===== src/rtl/uart_pkg.sv =====
// Shared UART constants and launch FSM state type.
// Common to the TX queue and the RX/TX line blocks.
package uart_pkg;

  localparam int CLK_PER_BIT = 26;
  localparam int FRAME_BITS  = 10;

  typedef enum logic [1:0] {
    IDLE,
    ARM,
    WAIT
  } tx_state_t;

endpackage


===== src/rtl/sync_fifo.sv =====
// Single-clock FIFO with registered occupancy count.
// Head word is read combinationally at the read pointer.
module sync_fifo #(
  parameter  int DEPTH = 16,
  parameter  int WIDTH = 8,
  localparam int AW    = $clog2(DEPTH)
) (
  input  logic             clk,
  input  logic             rst,
  input  logic             push,
  input  logic [WIDTH-1:0] wdata,
  input  logic             pop,
  output logic [WIDTH-1:0] rdata,
  output logic             full,
  output logic             empty,
  output logic [AW:0]      level
);

  localparam logic [AW:0] FULL_CNT = (AW+1)'(DEPTH);

  logic [WIDTH-1:0] mem [DEPTH];
  logic [AW-1:0]    wptr;
  logic [AW-1:0]    rptr;
  logic [AW:0]      count;
  logic             do_push;
  logic             do_pop;

  assign full    = (count == FULL_CNT);
  assign empty   = (count == '0);
  assign level   = count;
  assign rdata   = mem[rptr];
  assign do_push = push && !full;
  assign do_pop  = pop && !empty;

  always_ff @(posedge clk) begin
    if (do_push) mem[wptr] <= wdata;
  end

  always_ff @(posedge clk) begin
    if (rst) begin
      wptr  <= '0;
      rptr  <= '0;
      count <= '0;
    end else begin
      if (do_push) wptr <= wptr + 1'b1;
      if (do_pop)  rptr <= rptr + 1'b1;
      unique case ({do_push, do_pop})
        2'b10:   count <= count + 1'b1;
        2'b01:   count <= count - 1'b1;
        default: count <= count;
      endcase
    end
  end

endmodule


===== src/rtl/uart_tx_queue.sv =====
// Byte queue feeding the 8N1 transmitter start/busy handshake.
// One launch per frame; the producer only sees valid/ready.
module uart_tx_queue
  import uart_pkg::*;
#(
  parameter  int DEPTH = 16,
  localparam int AW    = $clog2(DEPTH)
) (
  input  logic        clk,
  input  logic        rst,
  input  logic [7:0]  in_data,
  input  logic        in_valid,
  output logic        in_ready,
  output logic [7:0]  tx_data,
  output logic        tx_start,
  input  logic        tx_busy,
  output logic [AW:0] level,
  output logic        empty
);

  tx_state_t  state;
  logic       full;
  logic       push;
  logic       launch;
  logic [7:0] head;

  assign in_ready = !full;
  assign push     = in_valid && in_ready;
  assign launch   = (state == IDLE) && !empty && !tx_busy;

  sync_fifo #(
    .DEPTH (DEPTH),
    .WIDTH (8)
  ) u_fifo (
    .clk   (clk),
    .rst   (rst),
    .push  (push),
    .wdata (in_data),
    .pop   (launch),
    .rdata (head),
    .full  (full),
    .empty (empty),
    .level (level)
  );

  // ARM waits for the transmitter to acknowledge with busy before
  // WAIT can look for the end of the frame.
  always_ff @(posedge clk) begin
    if (rst) begin
      state    <= IDLE;
      tx_data  <= 8'h00;
      tx_start <= 1'b0;
    end else begin
      tx_start <= 1'b0;
      unique case (state)
        IDLE: begin
          if (launch) begin
            tx_data  <= head;
            tx_start <= 1'b1;
            state    <= ARM;
          end
        end
        ARM:     if (tx_busy) state <= WAIT;
        WAIT:    if (!tx_busy) state <= IDLE;
        default: state <= IDLE;
      endcase
    end
  end

endmodule


===== config.mk =====
export PLATFORM = sky130hd
export DESIGN_NAME = uart_tx_queue
export DESIGN_NICKNAME = d
export VERILOG_FILES = /design/src/rtl/uart_pkg.sv /design/src/rtl/sync_fifo.sv /design/src/rtl/uart_tx_queue.sv
export SDC_FILE = /design/constraint.sdc
export NUM_CORES = 1
export LEC_CHECK = 0
export CELL_PAD_IN_SITES_DETAIL_PLACEMENT = 0
export CELL_PAD_IN_SITES_GLOBAL_PLACEMENT = 1
export CORE_UTILIZATION = 47
export CTS_CLUSTER_SIZE = 40
export DETAILED_ROUTE_END_ITERATION = 8
export GPL_ROUTABILITY_DRIVEN = 0
export PLACE_DENSITY_LB_ADDON = 0.05
export SLEW_MARGIN = 0
export SYNTH_ARGS = -nofsm -noshare
export SYNTH_HDL_FRONTEND = slang
export SYNTH_HIERARCHICAL = 1
export SYNTH_SLANG_ARGS = --single-unit

===== constraint.sdc =====
create_clock -name clk -period 3.2 [get_ports clk]
set_input_delay 0.32 -clock clk [delete_from_list [all_inputs] [get_ports clk]]
set_output_delay 0.32 -clock clk [all_outputs]
set_load 0.02 [all_outputs]

---- Word-level counts from Yosys, hierarchy flattened ----
Memories as Yosys holds them, arrays and structs flattened. A register that Yosys moved wholly into a read port is not among the register bits.
Cells that the tools add are included.
operators by class
  bitwise operators ....................... 1
  muxes and demuxes ....................... 8
  eq/ne operators ......................... 8
  $add $sub $neg .......................... 4
  order comparisons ....................... 0
  reduce and logical (&&, ||, !) cells .... 14
  shifts and indexed selects .............. 0
  $mul .................................... 0
  div/mod/pow operators ................... 0
operators with widths
  cell                                                                     number
  5-bit one-hot mux with 2 select lines                                    1
  4-bit by 1-bit adder with 4-bit output, second input constant            2
  2-bit 2-to-1 mux                                                         3
  2-bit one-hot mux with 3 select lines                                    1
  5-bit by 1-bit adder with 5-bit output, second input constant            1
  5-bit == test, second input constant                                     1
  1-bit logical AND                                                        5
  5-bit logical NOT                                                        1
  5-bit by 1-bit subtractor with 5-bit output, second input constant       1
  2-bit by 1-bit == test with 1-bit output, second input constant          2
  2-bit == test, second input constant                                     2
  2-bit inequality test, second input constant                             2
  1-bit logical NOT                                                        3
  1-bit 2-to-1 mux                                                         3
  3-bit AND reduction                                                      1
  2-bit logical NOT                                                        1
  2-bit by 1-bit inequality test with 1-bit output, second input constant  1
  2-bit AND reduction                                                      1
  2-bit nonzero test                                                       1
  2-bit OR reduction                                                       1
  1-bit inverter                                                           1
word-level totals
  bits in writable memories ............... 128
  input port bits ......................... 12
  bits in read-only memories .............. 0
  bits in latches ......................... 0
  memories ................................ 1
  register bits after elaboration ......... 16
  output and inout port bits .............. 16
  logic and storage cells ................. 41
memories
  name        depth  bits a word  read ports  clocked after memory_dff  write ports  RTL line         text
  u_fifo.mem  16     8            1           1                         1            sync_fifo.sv:21  logic [WIDTH-1:0] mem [DEPTH];

---- Logic depth before layout (Yosys ltp) ----
  depth after elaboration ................. 7
  depth in mapped cells ................... 16
  gate-level depth less buffers ........... 12

---- By module ----
The synthesis kept the hierarchy.
modules (own cells, without submodules)
  module         seq. area each (sq um)  times used  area each (sq um)  cells each
  sync_fifo      4184.0                  1           5836.8             324
  uart_tx_queue  220.2                   1           494.2              46

---- Worst setup path before layout ----
Ideal clock, no wire load.
  path kind ............................... register -> register
  start point ............................. register u_fifo.count[1] (netlist: u_fifo/level[1])
  end point ............................... register u_fifo.count[4] (netlist: u_fifo/level[4])
  clock period less this slack ............ 3.559 ns
  required time ........................... 3.079 ns
  stages on the path, launching flop included .. 17
  arrival ................................. 3.438 ns
  path slack .............................. -0.359 ns
  library setup time ...................... 0.121 ns
  path buffers ............................ 4
  cell sequence ........................... dfxtp_1 > buf_6 > or4_4 > buf_6 > nor2_1 > nor4_2 > buf_6 > o21ai_4 > inv_1 > ha_1 > clkbuf_1 > xor2_1 > ha_1 > inv_1 > a21o_1 > a221oi_1 > mux2_2
on the way
  cells in the longest elaborated chain, start to end .. 7
  elaborated cells on any way between the ends .. 15
  those cells by class .................... add/sub (2); eq/ne (3); mux (1); reduce/logical (9)
RTL lines
  item                                                                         RTL line             text
  start, declared                                                              sync_fifo.sv:24      logic [AW:0] count;
  start signal, assigned                                                       sync_fifo.sv:48      2'b10: count <= count + 1'b1;
  start signal, assigned                                                       sync_fifo.sv:49      2'b01: count <= count - 1'b1;
  start signal, assigned                                                       sync_fifo.sv:50      default: count <= count;
  5-bit logical NOT (*)                                                        sync_fifo.sv:29      assign empty = (count == '0);
  named net empty                                                              uart_tx_queue.sv:18  output logic empty
  1-bit logical NOT (*)                                                        uart_tx_queue.sv:29  assign launch = (state == IDLE) && !empty && !tx_busy;
  1-bit logical AND (*) (2 in series)                                          uart_tx_queue.sv:29
  named net launch                                                             uart_tx_queue.sv:24  logic launch;
  1-bit logical AND (*)                                                        sync_fifo.sv:33      assign do_pop = pop && !empty;
  named net u_fifo.do_pop                                                      sync_fifo.sv:26      logic do_pop;
  2-bit by 1-bit == test with 1-bit output or 2-bit == test (tied branches)    sync_fifo.sv:47      unique case ({do_push, do_pop})
  5-bit one-hot mux with 2 select lines or 2-bit nonzero test (tied branches)  --
The timed path passes the listed nets; every way through them passes the cells marked *.
A chain may end at the register's enable or synchronous reset.

---- Worst setup path after layout ----
  start point ............................. register u_fifo.count[1] (netlist: u_fifo/level[1])
  end point ............................... register u_fifo.count[4] (netlist: u_fifo/level[4])
on the way
  cells in the longest elaborated chain, start to end .. 7
  elaborated cells on any way between the ends .. 15
  those cells by class .................... add/sub (2); eq/ne (3); mux (1); reduce/logical (9)
RTL lines
  item                                                                         RTL line
  5-bit logical NOT (*)                                                        sync_fifo.sv:29
  1-bit logical NOT (*)                                                        sync_fifo.sv:33, uart_tx_queue.sv:29
  1-bit logical AND (2 in series)                                              uart_tx_queue.sv:29
  1-bit logical AND (*)                                                        sync_fifo.sv:33
  named net u_fifo.do_pop                                                      sync_fifo.sv:26
  2-bit by 1-bit == test with 1-bit output or 2-bit == test (tied branches)    sync_fifo.sv:47
  5-bit one-hot mux with 2 select lines or 2-bit nonzero test (tied branches)  --
Marked as above.

==> results.py <==
metrics = {
    "clocking": {
        "cts_resized": 0,
        "cts_tree": "done",
        "cts.reportedPaths.clkPinSlew_ps": 60,
        "clk_path_buf_depth": 2,
        "ctsHoldBuffers": 0,
        "clock-sinks": 156,
        "numCtsBuffers": 17,
        "cts_root_buf": "clkbuf_16",
        "htreeDepth": 4,
        "clk_latency_ps": 420,
    },
    "placement": {
        "dp_cells": 573,
        "io_buffers": 27,
        "pre_cts_ws_ps": 128.0,
        "dpl_cell_area_mm2": 0.006895,
        "hpwl_um": 7745,
    },
    "sta": {
        "max-slew-margin-rel_pct": 42.91,
        "rsz0062_at_grt": "no",
        "slew_viol_final": 0,
        "hold_violations": 0,
        "min_period_over_period_pct": 95.53,
        "finalSetupViolations": 0,
        "tightest_slew_ps": 853.2,
        "setup_ws_ps": 142.9,
        "skew_ps": 9.409,
        "fmax_mhz": 327.1,
        "layout_min_cycle_time_ps": 3057,
    },
    "hold_path": {
        "hold_class": "register to register",
    },
    "cells_and_area": {
        "layout_commonest_cell": "edfxtp_1",
        "drive_above_1_share_pct": 22.56,
        "final_nets": 438,
        "antenna_cells": 0,
        "final_area_mm2": 0.007440,
        "area_delta_synth_final_pct": 17.51,
        "finalNonFillerCells": 606,
        "final_cell_mix": "edfxtp_1 (128), nor2_1 (33), mux4_2 (32), clkdlybuf4s50_1 (27), dfxtp_1 (25)",
        "final.fill_count": 1047,
    },
    "worst_setup_path": {
        "cp-end-kind": "register",
        "critical_path_required_ps": 3500,
        "path_class": "register to register",
        "worstPathArrival_ps": 3360,
        "crit_path_start_kind": "register",
        "cp_max_fo": 9,
        "crit_buf_inv": 3,
        "worstPathCellList": "or4_4 > buf_12 > nor2_4 > nor4_4 > o21ai_4 > inv_1 > ha_2 > xor2_1 > ha_2 > inv_1 > a21o_1 > a221oi_2 > mux2_2",
        "cpPeakStageDelay_ps": 610,
        "critPathSlowestCell": "or4_4",
        "cp_top_family": "simple AND/OR/NAND/NOR gates",
    },
    "yosys": {
        "syn-num-nets": 390,
        "ys_ff_latch": 156,
        "synth_top_flop_cell": "edfxtp_1",
        "async_flop_share_pct": 0,
        "synth.area.top_cells": "edfxtp_1 (61%), mux4_2 (11%), dfxtp_1 (8.9%)",
        "syn_inst": 370,
        "synth_top_area_share_pct": 60.71,
        "ys_types": 45,
        "synth_seq_area_share_pct": 69.57,
        "synth_edf_count": 128,
        "synth_area_leader_cell": "edfxtp_1",
        "synth_warnings": 6,
        "synth.cell_area_mm2": 0.006331,
        "synth.avg_cell_area_um2": 17.11,
    },
    "routing": {
        "postRouteAntennaNets": 0,
        "drt_iter0_drc": 228,
        "vias": 3252,
        "dr.pass1.iters": 5,
        "vias_per_cell": 5.366,
        "wirelength_um": 12110,
        "drcViolationCount": 0,
        "avgRoutedWirePerCell_um": 19.98,
    },
    "floorplan": {
        "design.core.area_mm2": 0.01319,
        "die_area_mm2": 0.01394,
        "die_w_um": 118.1,
        "die_y_um": 118.1,
        "fp-row-count": 42,
        "floorplan.initialDensity_pct": 48.00,
        "design.portCount": 28,
    },
    "power": {
        "pwr_density_cell_mw_per_mm2": 714.3,
        "max-vdd-ir-drop_mv": 0.4620,
        "finalPower_mw": 5.314,
        "p_leak_nw": 2.471,
    },
    "grt": {
        "grt.overflow.total": 0,
        "use_met2_pct": 30.63,
        "grt_use_total_pct": 18.99,
        "grt_pass1_wl_um": 19040,
        "grt_max_degree": 39,
        "grt_use_met1_pct": 25.12,
        "met3_usage_pct": 4.360,
        "grt_pass1_vias": 3297,
        "busiest_layer": "met2",
        "antenna_found_initial": 0,
    },
    "run_status": {
        "status": "complete, no violations",
    },
    "job": {
        "max_cap_violations": 0,
    },
}
==> repair_timing <==
action,in CTS,in global routing
endpoints found under the hold margin,0,0
setup buffers,0,2
endpoints found under the setup margin,0,1
==> registers in the layout, summed over array words and instances, names as in the netlist, named ones only <==
register      cells
u_fifo/mem      128
u_fifo/rptr       4
state             2
u_fifo/wptr       4
u_fifo/level      5
tx_start          1
tx_data           8
==> final timing paths <==
kind,slack (ps),startpoint,cells after the start,endpoint
setup / recovery,140,u_fifo/level[1],13,u_fifo/level[4]
hold / removal,470,tx_data[6],2,tx_data[6]
setup reg to reg,140,u_fifo/level[1],13,u_fifo/level[4]
hold reg to reg,470,tx_data[6],2,tx_data[6]
==> worst min-delay path: stages, from the launching register on <==
cell      delay, ps
dfxtp_1         310
nand2b_1         60
mux2i_1          50
==> layout make-up <==
class	instances	area, um^2	area share, %
clock buffers	21	440.4	5.920
clock inverters	10	76.32	1.026
inverters	9	33.78	0.4541
multi-input cells	183	1795	24.13
flip-flops and latches	156	4410	59.28
well taps	176	220.2	2.960
repair buffers	51	462.9	6.223
==> layer usage <==
layer	wire (um)	up-vias
met5	0	-
met3	544	17
met4	219	0
met1	5363	1646
met2	5976	71
li1	-	1518
==> per-stage QoR <==
step                      TNS [ps]  hold slack [ps]  util, %
after floorplan             -37.76            402.1        -
after detailed placement         0            464.9    52.28
after global placement           0            457.4    52.28
after global routing             0            497.3    56.40
after CTS                        0            475.5    56.19
final                            0            470.0    56.40
==> cells by family after synthesis <==
family,Yosys count,share of synthesized area [%]
compound gates,33,4.526
xor+xnor,9,1.245
fa+ha+maj,8,1.581
buf+inv,31,2.510
flops,156,69.57
mux,44,13.30
simple gates,89,7.273
==> power by group <==
part	internal [mW]	switching (mW)	leakage, nW
registers	2.31	0.106	1.39
logic	0.560	0.556	0.835
clock network	1.05	0.730	0.251
total	3.92	1.39	2.47
==> cell usage after synthesis, types with 2 or more instances <==
master / count
edfxtp_1: 128
nor2_1: 34
mux4_2: 32
dfxtp_1: 28
nand2b_1: 19
a22oi_1: 16
nand2_1: 14
clkbuf_1: 11
mux2i_1: 11
inv_1: 9
ha_1: 8
xor2_1: 7
nor3_1: 6
buf_6: 5
buf_2: 4
nor2b_1: 3
a21oi_1: 2
and3_1: 2
buf_1: 2
o211ai_2: 2
o21a_1: 2
xnor2_1: 2
(Power assumes the default switching activity.)
